**config.mk**
```make
export PLATFORM = sky130hd
export DESIGN_NAME = calc_accum_unit
export DESIGN_NICKNAME = d
export VERILOG_FILES = /design/src/rtl/calc_accum_unit.sv
export SDC_FILE = /design/constraint.sdc
export NUM_CORES = 1
export LEC_CHECK = 0
export BUFFER_PORTS_ARGS = -buffer_cell sky130_fd_sc_hd__buf_2
export CAP_MARGIN = 10
export CORE_MARGIN = 2
export CORE_UTILIZATION = 45
export CTS_BUF_LIST = sky130_fd_sc_hd__clkbuf_8
export DETAILED_ROUTE_END_ITERATION = 12
export PLACE_DENSITY = 0.69
export SLEW_MARGIN = 20
export SYNTH_ARGS = -nofsm -noshare
export SYNTH_HDL_FRONTEND = slang
export SYNTH_SLANG_ARGS = --single-unit
```
**constraint.sdc**
```tcl
create_clock -name i_clk -period 10.1 [get_ports i_clk]
set_clock_uncertainty 0.15 [all_clocks]
set_input_delay 1.01 -clock i_clk [delete_from_list [all_inputs] [get_ports i_clk]]
set_output_delay 1.01 -clock i_clk [all_outputs]
set_load 0.005 [all_outputs]
```
**src/rtl/calc_accum_unit.sv**
```systemverilog
// ---------------------------------------------------------------------------
// calc_accum_unit
//
// W-bit accumulator ALU with a start/busy/done handshake. Single-cycle ops
// (clear/add/sub/and/or/not/xor) write the accumulator on the start edge.
// Multiply is an iterative shift-add over W cycles.
//
// Build option:
//   CALC_SATURATE_EN  - when defined, an overflowing add/mul writes all ones
//                       and an underflowing sub writes zero instead of
//                       wrapping. err is set either way.
//
// Ports:
//   i_clk     clock, rising edge
//   i_rst     synchronous active-high reset
//   i_start   operation request, sampled only while o_busy=0
//   i_ope     opcode: 000 clr, 001 add, 010 sub, 011 mul,
//                     100 and, 101 or, 110 not, 111 xor
//   i_uas     operand B taken from the accumulator instead of i_in2
//   i_in1     operand A
//   i_in2     operand B (when i_uas=0)
//   o_busy    high while a multiply is running
//   o_done    one-cycle pulse when the accumulator takes a new result
//   o_out     accumulator value
//   o_err     range error of the last completed operation
//
// FSM states:
//   state  | meaning
//   S_IDLE | waiting for start; single-cycle ops complete here
//   S_MUL  | shift-add multiply in progress, one multiplier bit per cycle
// ---------------------------------------------------------------------------
module calc_accum_unit #(
    parameter int W = 8
) (
    input  logic         i_clk,
    input  logic         i_rst,
    input  logic         i_start,
    input  logic [2:0]   i_ope,
    input  logic         i_uas,
    input  logic [W-1:0] i_in1,
    input  logic [W-1:0] i_in2,
    output logic         o_busy,
    output logic         o_done,
    output logic [W-1:0] o_out,
    output logic         o_err
);

    localparam int CW = $clog2(W) + 1;
    localparam logic [CW-1:0] LAST_ITER = CW'(W - 1);

    localparam logic [2:0] OP_CLR = 3'b000;
    localparam logic [2:0] OP_ADD = 3'b001;
    localparam logic [2:0] OP_SUB = 3'b010;
    localparam logic [2:0] OP_MUL = 3'b011;
    localparam logic [2:0] OP_AND = 3'b100;
    localparam logic [2:0] OP_OR  = 3'b101;
    localparam logic [2:0] OP_NOT = 3'b110;
    localparam logic [2:0] OP_XOR = 3'b111;

    typedef enum logic {S_IDLE, S_MUL} state_t;

    state_t           r_state;
    logic [W-1:0]     r_acc;
    logic             r_err;
    logic             r_busy;
    logic             r_done;
    logic [W-1:0]     r_mcand;
    logic [W-1:0]     r_mplier;
    logic [2*W-1:0]   r_partial;
    logic [CW-1:0]    r_cnt;

    logic [W-1:0]     w_b;
    logic [W:0]       w_sum;
    logic [W:0]       w_diff;
    logic [W-1:0]     w_alu_res;
    logic             w_alu_err;
    logic [2*W-1:0]   w_addend;
    logic [2*W-1:0]   w_partial_next;
    logic             w_mul_err;
    logic [W-1:0]     w_mul_res;

    assign w_b    = i_uas ? r_acc : i_in2;
    // Extra top bit holds the carry (add) or the borrow (sub, i.e. A < B).
    assign w_sum  = {1'b0, i_in1} + {1'b0, w_b};
    assign w_diff = {1'b0, i_in1} - {1'b0, w_b};

    always_comb begin
        w_alu_res = '0;
        w_alu_err = 1'b0;
        case (i_ope)
            OP_CLR: begin
                w_alu_res = '0;
            end
            OP_ADD: begin
                w_alu_res = w_sum[W-1:0];
                w_alu_err = w_sum[W];
`ifdef CALC_SATURATE_EN
                if (w_sum[W]) w_alu_res = '1;
`endif
            end
            OP_SUB: begin
                w_alu_res = w_diff[W-1:0];
                w_alu_err = w_diff[W];
`ifdef CALC_SATURATE_EN
                if (w_diff[W]) w_alu_res = '0;
`endif
            end
            OP_AND: w_alu_res = i_in1 & w_b;
            OP_OR:  w_alu_res = i_in1 | w_b;
            OP_NOT: w_alu_res = i_uas ? ~r_acc : ~i_in1;
            OP_XOR: w_alu_res = i_in1 ^ w_b;
            default: begin
                // Multiply never completes in the IDLE path.
                w_alu_res = '0;
            end
        endcase
    end

    // The final iteration's contribution is folded in combinationally so the
    // result is written on the same edge as the W-th iteration.
    assign w_addend       = r_mplier[0] ? ({{W{1'b0}}, r_mcand} << r_cnt) : '0;
    assign w_partial_next = r_partial + w_addend;
    assign w_mul_err      = |w_partial_next[2*W-1:W];

`ifdef CALC_SATURATE_EN
    assign w_mul_res = w_mul_err ? '1 : w_partial_next[W-1:0];
`else
    assign w_mul_res = w_partial_next[W-1:0];
`endif

    always_ff @(posedge i_clk) begin
        if (i_rst) begin
            r_state   <= S_IDLE;
            r_acc     <= '0;
            r_err     <= 1'b0;
            r_busy    <= 1'b0;
            r_done    <= 1'b0;
            r_mcand   <= '0;
            r_mplier  <= '0;
            r_partial <= '0;
            r_cnt     <= '0;
        end else begin
            r_done <= 1'b0;
            case (r_state)
                S_IDLE: begin
                    if (i_start) begin
                        if (i_ope == OP_MUL) begin
                            r_mcand   <= i_in1;
                            r_mplier  <= w_b;
                            r_partial <= '0;
                            r_cnt     <= '0;
                            r_busy    <= 1'b1;
                            r_state   <= S_MUL;
                        end else begin
                            r_acc  <= w_alu_res;
                            r_err  <= w_alu_err;
                            r_done <= 1'b1;
                        end
                    end
                end
                S_MUL: begin
                    r_partial <= w_partial_next;
                    r_mplier  <= r_mplier >> 1;
                    r_cnt     <= r_cnt + CW'(1);
                    if (r_cnt == LAST_ITER) begin
                        r_acc   <= w_mul_res;
                        r_err   <= w_mul_err;
                        r_busy  <= 1'b0;
                        r_done  <= 1'b1;
                        r_state <= S_IDLE;
                    end
                end
                default: begin
                    r_state <= S_IDLE;
                    r_busy  <= 1'b0;
                end
            endcase
        end
    end

    assign o_busy = r_busy;
    assign o_done = r_done;
    assign o_out  = r_acc;
    assign o_err  = r_err;

endmodule

```
==> results.cfg <==
[clock_tree]
root_buffer = clkbuf_8
cts_buffers = 5
clk_latency_ns = 0.30
tritoncts = yes
ctsResizeCount = 0
cts_sinks = 48
htree_levels = 2
post_cts_buffers = 0
clockBufferDepth = 2
clk_pin_slew_ns = 0.10
hold_buffers = 0

[timing]
worst_slew_pin_slew_ns = 1.04
timing_max_transition_violations_final = 0
setup_ws_ns = 5.40
hold_viol = 0
fmax_ghz = 0.213
finalCritPeriodShare_pct = 46.5
timing.slew.headroom_pct = 30.2
rsz0062_at_grt = false
post-route-min-period_ns = 4.70
setup-tns-final_ns = 0
hold_ws_ns = 0.323
finalSetupViolations = 0

[pwr]
worst_ir_drop_vdd_mv = 0.0716
powerDensity_nw_per_um2 = 95.5
leakagePower_nw = 1.96

[final_layout]
fin_util_pct = 49.2
num_antenna_cells = 0
area_delta_synth_final_pct = 7.52
drive_above_1_share_pct = 12.5
fin_nets = 634

[yosys]
syn_area_sq_um = 4410
synth_edf_count = 0
syn_area_per_cell_sq_um = 7.91
synthAdderAreaFrac_pct = 12.7
synth-seq-cells = 48
synth_top_area_share_pct = 21.8
synth_mux_area_share_pct = 13.3
synth_area_leaders = dfxtp_1, ha_1, mux2i_1
synth_xor_area_share_pct = 3.15
synthArstFlopShare_pct = 0
synthSimpleGateAreaFrac_pct = 19.5
yosys.area.top_type = dfxtp_1
synth_cells = 557
synth_cell_types = 62
yosysWarnings = 0
synth_top_family_by_area = compound AO/OA/AOI/OAI gates
synth_compound_area_share_pct = 24.0
syn_nets = 623
ys.flop_type = dfxtp_1
synth_seq_area_share_pct = 21.8

[detailed_routing]
drtIter0Drc = 325
finalWirelength_microns = 11800
postRouteAntennaNets = 0
dr_wl_met2_microns = 5530
wl_per_cell_microns = 16.8
drt-pass1-iter-count = 5
wl_met3_microns = 496
top_layer_used = met4
vias = 4130
drc = 0
wl_met1_microns = 5570
viasPerCell = 5.88

[floorplanning]
ioPinCount = 34
die_y_microns = 103
dieArea_sq_um = 10600
core_sq_um = 9640
rows = 36
die-width_microns = 103
start_util_pct = 45.7

[grt]
grt_usage_pct = 23.1
grt_max_degree = 49
grt_pass1_wl_microns = 19400
overflow = 0
grt_pass1_vias = 3989
antenna_found_initial = 0

[place]
place_ws_ns = 5.51
hpwl_microns = 8870
port_buffers = 33
place_congestion = 0.937

[worst_setup_path]
end_kind = flop
critPathLaunchType = flop
cp.arrival_ns = 4.76
crit_type = reg2reg
worstPathRequired_ns = 10.16
crit_path_max_fanout = 19

[run_status]
status = finished clean

[worst_hold_path]
hp-class = reg2reg

[job]
maxCapViolCount = 0
-- cell families (layout without fill, tap and decap cells) --
family,count (synthesis),after routing
simple gates,182,182
compound gates,157,157
buf+inv,63,75
mux,49,49
flops,48,48
fa+ha+maj,43,43
xor+xnor,15,15
-- area by class of cell --
cell class	count	area, sq um
sequential	48	961
tap	133	166
clock inverter	2	17.5
timing repair buffer	36	188
inverter	31	116
multi-input combinational	446	3210
fill	995	4900
clock buffer	6	82.6
-- synth_stat cells, types with 5 or more instances --
library cell	count
o21bai_1	8
clkbuf_1	29
mux4_2	7
inv_1	31
a211oi_1	15
mux2i_1	36
dfxtp_1	48
mux2_2	6
nor2b_1	14
o21ai_0	20
nor3_1	10
and2_1	5
o21ai_1	5
a31oi_1	6
nor3b_1	10
xnor2_1	10
ha_1	40
o22ai_1	6
a21oi_1	48
nand2_1	34
a22oi_1	7
nor2_1	83
-- worst max-delay path, stage by stage, from the launching register on --
cell	delay [ns]
dfxtp_1	0.85
mux2_2	0.42
nand2_1	0.06
o21ai_0	0.12
o21ai_0	0.18
o22ai_1	0.10
and2_1	0.21
ha_1	0.35
o21ai_0	0.34
o21bai_1	0.11
nor3_1	0.29
o21ai_1	0.11
xor2_1	0.17
or4b_1	0.46
or4b_1	0.48
a31o_1	0.21
-- where the power goes --
part | switching [W] | total (W) | leakage (nW) | internal (W)
logic | 0.0000704 | 0.000121 | 1.52 | 0.0000504
clock network | 0.0000722 | 0.000130 | 0.0522 | 0.0000575
registers | 0.00000706 | 0.000202 | 0.390 | 0.000195
total | 0.000150 | 0.000453 | 1.96 | 0.000303
-- metal layers --
metal,vias up,GRT usage [%]
li1,2031,-
met1,1967,30.7
met2,114,39.7
met3,18,2.85
met4,0,5.67
met5,-,0
-- flip-flops by register name, summed over array words and instances (netlist names) --
name	cells
o_busy	1
o_done	1
o_err	1
o_out	8
r_cnt	4
r_mcand	8
r_mplier	8
r_partial	16
r_state	1
-- worst paths after layout --
path | slack [ns] | end | cells after the start | startpoint
worst max-delay path | 5.40 | o_err | 15 | r_cnt[1]
worst min-delay path | 0.32 | r_partial[6] | 2 | r_partial[6]
worst max register to register | 5.40 | o_err | 15 | r_cnt[1]
worst min register to register | 0.32 | r_partial[6] | 2 | r_partial[6]
-- through the flow --
step                power [W]  instance area (sq um)  std cells
CTS                  0.000453                   4730        702
floorplan            0.000291                   4410        557
finish               0.000453                   4740        702
global placement     0.000321                   4630        694
global route         0.000474                   4740        702
detailed placement   0.000325                   4630        694
-- layout by cell type (no fill, tap or decap), types with 3 or more instances in the layout --
cell type | netlist | final
xor2_1 | 4 | 4
o21bai_1 | 8 | 8
a211oi_1 | 15 | 15
o211ai_1 | 4 | 4
or3_1 | 4 | 4
xnor2_1 | 10 | 10
mux2i_1 | 36 | 36
a22oi_1 | 7 | 7
inv_1 | 31 | 31
o21ai_0 | 20 | 20
nor3_1 | 10 | 10
nor2_1 | 83 | 83
mux2_2 | 6 | 6
nand2b_1 | 3 | 3
fa_1 | 3 | 3
clkbuf_8 | 0 | 6
o22ai_1 | 6 | 6
o21ai_1 | 5 | 5
nand2_1 | 34 | 34
nor2b_1 | 14 | 14
nand4_1 | 4 | 4
dfxtp_1 | 48 | 48
nor3b_1 | 10 | 10
o221ai_1 | 3 | 3
a21oi_1 | 48 | 48
a21o_1 | 4 | 4
buf_4 | 0 | 3
a32oi_1 | 3 | 3
a31oi_1 | 6 | 6
a221o_1 | 4 | 4
buf_2 | 0 | 33
and2_1 | 5 | 5
nand3_1 | 4 | 4
mux4_2 | 7 | 7
ha_1 | 40 | 40
Note: power is estimated with default switching activity, not from simulation.
